## src/rtl/vertex_transform_seq.sv

```systemverilog
// vertex_transform_seq
// Streams a vertex list from a synchronous-read vertex RAM through an external
// combinational 4x4 homogeneous transform stage and hands each transformed
// point downstream over a valid/ready handshake.
//
// Ports:
//   clk, reset        system clock, synchronous active-high reset
//   start             begin a pass (sampled only in IDLE)
//   num_vertices      vertex count for the pass, latched at start
//   busy, done        pass in progress / one-cycle end-of-pass pulse
//   mem_addr          registered vertex RAM read address
//   mem_rdata         {z,y,x} returned one cycle after mem_addr
//   mul_p             homogeneous point (x,y,z,1.0) to the transform stage
//   mul_Pp            transformed point from the transform stage
//   out_point         registered {z',y',x'} (w' discarded)
//   out_index         vertex index of out_point
//   out_last          out_point is the final vertex of the pass
//   out_valid         out_point/out_index/out_last valid
//   out_ready         downstream accepts; transfer on out_valid & out_ready
//
// state | meaning
// ------+-------------------------------------------------------------
// IDLE  | waiting for start
// FETCH | mem_addr stable, RAM registering it
// LOAD  | mem_rdata valid, build p register
// XFORM | p presented to transform stage, result captured at cycle end
// OUT   | out_valid held until handshake
// DONE  | one-cycle done pulse, busy low
module vertex_transform_seq #(
  parameter int WII    = 9,
  parameter int WIF    = 16,
  parameter int ADDR_W = 8
) (
  input  logic                            clk,
  input  logic                            reset,
  input  logic                            start,
  input  logic [ADDR_W:0]                 num_vertices,
  output logic                            busy,
  output logic                            done,
  output logic [ADDR_W-1:0]               mem_addr,
  input  logic [2:0][WII+WIF-1:0]         mem_rdata,
  output logic [3:0][WII+WIF-1:0]         mul_p,
  input  logic [3:0][WII+WIF-1:0]         mul_Pp,
  output logic [2:0][WII+WIF-1:0]         out_point,
  output logic [ADDR_W-1:0]               out_index,
  output logic                            out_last,
  output logic                            out_valid,
  input  logic                            out_ready
);

  localparam logic [WII+WIF-1:0] FIX_ONE = {{(WII-1){1'b0}}, 1'b1, {WIF{1'b0}}};

  typedef enum logic [2:0] {
    IDLE  = 3'd0,
    FETCH = 3'd1,
    LOAD  = 3'd2,
    XFORM = 3'd3,
    OUT   = 3'd4,
    DONE  = 3'd5
  } state_t;

  state_t                     state;
  logic [ADDR_W:0]            nv;
  logic [ADDR_W-1:0]          idx;
  logic [3:0][WII+WIF-1:0]    p_reg;
  logic [ADDR_W:0]            nv_m1;
  logic                       is_last;

  // Compare at ADDR_W+1 bits so a full list of 2^ADDR_W vertices ends on
  // idx = 2^ADDR_W-1 without idx ever wrapping.
  assign nv_m1   = nv - {{ADDR_W{1'b0}}, 1'b1};
  assign is_last = ({1'b0, idx} == nv_m1);
  assign mul_p   = p_reg;

  always_ff @(posedge clk) begin
    if (reset) begin
      state     <= IDLE;
      nv        <= '0;
      idx       <= '0;
      p_reg     <= '0;
      busy      <= 1'b0;
      done      <= 1'b0;
      mem_addr  <= '0;
      out_point <= '0;
      out_index <= '0;
      out_last  <= 1'b0;
      out_valid <= 1'b0;
    end else begin
      case (state)
        IDLE: begin
          if (start) begin
            nv       <= num_vertices;
            idx      <= '0;
            mem_addr <= '0;
            if (num_vertices == '0) begin
              state <= DONE;
              done  <= 1'b1;
            end else begin
              state <= FETCH;
              busy  <= 1'b1;
            end
          end
        end
        FETCH: state <= LOAD;
        LOAD: begin
          p_reg <= {FIX_ONE, mem_rdata[2], mem_rdata[1], mem_rdata[0]};
          state <= XFORM;
        end
        XFORM: begin
          out_point <= mul_Pp[2:0];
          out_index <= idx;
          out_last  <= is_last;
          out_valid <= 1'b1;
          state     <= OUT;
        end
        OUT: begin
          if (out_ready) begin
            out_valid <= 1'b0;
            out_last  <= 1'b0;
            if (out_last) begin
              state <= DONE;
              busy  <= 1'b0;
              done  <= 1'b1;
            end else begin
              idx      <= idx + ADDR_W'(1);
              mem_addr <= idx + ADDR_W'(1);
              state    <= FETCH;
            end
          end
        end
        DONE: begin
          done  <= 1'b0;
          state <= IDLE;
        end
        default: begin
          state <= IDLE;
          busy  <= 1'b0;
          done  <= 1'b0;
        end
      endcase
    end
  end

endmodule

```

## config.mk

```make
export PLATFORM = sky130hd
export DESIGN_NAME = vertex_transform_seq
export DESIGN_NICKNAME = d
export VERILOG_FILES = /design/src/rtl/vertex_transform_seq.sv
export SDC_FILE = /design/constraint.sdc
export NUM_CORES = 1
export LEC_CHECK = 0
export BUFFER_PORTS_ARGS = -buffer_cell sky130_fd_sc_hd__buf_2
export CELL_PAD_IN_SITES_DETAIL_PLACEMENT = 0
export CELL_PAD_IN_SITES_GLOBAL_PLACEMENT = 1
export CORE_AREA = 2 2 149 151
export DETAILED_ROUTE_END_ITERATION = 8
export DIE_AREA = 0 0 151 153
export GPL_TIMING_DRIVEN = 0
export PLACE_DENSITY = 0.85
export SLEW_MARGIN = 20
export SYNTH_ARGS = -nofsm -noshare
export SYNTH_HDL_FRONTEND = slang
export SYNTH_SLANG_ARGS = --single-unit
```

## constraint.sdc

```tcl
create_clock -name clk -period 5.4 [get_ports clk]
set_clock_uncertainty 0.15 [all_clocks]
set_input_delay 0.54 -clock clk [delete_from_list [all_inputs] [get_ports clk]]
set_output_delay 0.54 -clock clk [all_outputs]
set_load 0.005 [all_outputs]
```

==> results.toml <==
[outcome]
status = "complete, no violations"

[cells_and_area]
nNetsFinal = 1454
drive_above_1_share_pct = 32.58
n_antenna_cell = 0
syn_to_final_growth_pct = 38.72
fillers = 2267
layout.cells.most_common_list = "buf_2, nand2_1, dfxtp_1"
final_common_cell = "buf_2"

[pwr]
switchingPower_mw = 0.8776
p_leak_nw = 4.349
p_int_mw = 2.226
p_total_mw = 3.104
pwr-share-comb_pct = 13.3
swShare_pct = 28.27
power_density_nw_per_um2 = 322.3
clkPwrFrac_pct = 40.0
ir_drop_mv = 0.1807
power_frac_seq_pct = 46.7

[global_routing]
grt_pass1_vias = 6608
grt_max_degree = 19
overflow = 0
antenna_found_initial = 0
grt_use_total_pct = 19.04
grt_pass1_wl_mm = 34.43

[logic_synthesis]
syn_area_per_cell_um2 = 7.800
synth_flop_cell = "dfxtp_1"
async_reset_ff_share_pct = 0
synth_edf_count = 0
synth_warnings = 0
yosysUniqueCellTypes = 42
synthTopCellsByArea = "dfxtp_1, nand2_1, a21oi_1"
synth-seq-cells = 183
netlist.area_leader.share_pct = 52.78
post-synth-top-area-cell = "dfxtp_1"
syn_inst = 890
mappedNetlistArea_um2 = 6942
seq_area_frac_synth_pct = 52.78

[clock_tree]
clkTransAtPathRegs_ps = 80
cts_sinks = 183
cts.path.max_buffers = 2
post-cts-setup-buffer-count = 0
ctsRootBufferMaster = "clkbuf_16"
cts_buffers = 17
clk_latency_ps = 430
htree_levels = 4
hold_buffers = 0
cts_tree = "yes"
ctsResizeCount = 0

[floorplan]
start_util_pct = 32.31
num_io_pins = 383
core-area_um2 = 21490
die-height_um = 153
num_rows = 54
die_area_um2 = 23100
die_x_um = 151

[sta]
max_slew_margin_pct = 49.93
final.period_utilization_pct = 40.60
setup_viol = 0
rsz0062_at_grt = "false"
timing.fmax_mhz = 456.1
fin_crit_ps = 2192
finalMaxSlewViolations = 0
setup_tns_ps = 0
hold_violations = 0
worst_pin_slew_ps = 751.0

[min_path]
min_path_type = "input port to register"

[detailed_routing]
met3WireLength_mm = 2.060
vias = 7047
via_per_inst = 4.526
wl_mm = 22.76
drtAntennaViolNets = 0
highest_layer = "met4"
dr_wl_met2_mm = 10.86
first_pass_iters = 5
drt-met1-wl_mm = 9.482
drt-initial-drc-count = 238
post-route-drc-count = 0
wl_per_cell_um = 14.62

[run]
cap_violations = 0

[worst_setup_path]
worst_setup_path_end_kind = "register"
start_kind = "register"
worstPathMaxFanout = 10
required_ps = 5600
worstSetupPathType = "register to register"
arrival_ps = 2390

[placed_design]
hpwl_mm = 17.35
place.gp.congestion = 0.8078
numPortBuffers = 332
==> kinds of logic after synthesis <==
family,Yosys count,synth area share (%)
xor+xnor,18,2.271
compound gates,194,14.73
buf+inv,92,6.687
mux,1,0.1442
other cells,1,0.05402
flops,183,52.78
simple gates,399,22.98
fa+ha+maj,2,0.3604
==> registers in the layout, indices dropped and copies added (netlist names) <==
register	flops
done	1
state	3
nv	9
mul_p	76
out_last	1
out_valid	1
out_point	75
out_index	8
idx	8
busy	1
==> cell usage after synthesis, types with 3 or more instances <==
cell / number
nor3_1: 7
a21oi_1: 172
clkbuf_1: 37
xor2_1: 11
nand3_1: 3
nand4_1: 3
dfxtp_1: 183
nor2_1: 25
buf_2: 17
nand2b_1: 3
inv_1: 6
xnor2_1: 7
a31oi_1: 4
buf_4: 24
nand2_1: 342
buf_1: 6
o21ai_0: 8
==> power groups by stage <==
stage | sequential, mW | clock (mW) | combinational [mW]
final | 1.45 | 1.24 | 0.413
after global routing | 1.46 | 1.33 | 0.467
after CTS | 1.45 | 1.27 | 0.419
after detailed placement | 1.48 | 0 | 0.419
after global placement | 1.48 | 0 | 0.417
after floorplan | 1.48 | 0 | 0.220
==> worst paths after layout <==
path,from,to,slack (ps),cells past startpoint
hold reg to reg,out_point[42],out_point[42],300,2
setup reg to reg,state[1],out_index[2],3210,7
setup / recovery,state[1],out_index[2],3210,7
hold / removal,mem_rdata[32],mul_p[32],190,3
==> per-stage QoR <==
step / utilization (%) / worst slack [ps] / std cells / area (um2) / hold slack, ps
global placement: 42.07 / 2861 / 1525 / 9040 / 288.6
global route: 44.82 / 2918 / 1557 / 9629 / 179.2
finish: 44.82 / 3208 / 1557 / 9629 / 191.6
floorplan: - / 3521 / 913 / 7028 / 292.7
detailed placement: 42.07 / 2824 / 1525 / 9040 / 294.1
CTS: 44.82 / 3058 / 1557 / 9629 / 170.1
==> final cells by class <==
type                            count  area (um2)  area share, %
Sequential cell                   183        3664          38.05
Multi-Input combinational cell    638        2900          30.12
Timing Repair Buffer              332        1662          17.26
Clock buffer                       19       452.9          4.704
Buffer                             85       437.9          4.548
Tap cell                          280       350.3          3.638
Clock inverter                     13       136.4          1.416
Inverter                            7       26.28         0.2729
==> critical path, cell delays in order, from the launching register on <==
cell      delay, ps
dfxtp_1         310
buf_2           180
nand2_1          90
nor2_1          300
buf_2           320
clkbuf_1        490
nand2_1         110
a21oi_1         160
==> layer usage <==
layer / vias to the layer above / track usage [%]
met5: - / 0
met4: 0 / 5.741
met2: 263 / 32.77
met3: 23 / 6.597
met1: 3170 / 22.18
li1: 3591 / -
No activity file was read; power rests on OpenSTA's default activity.
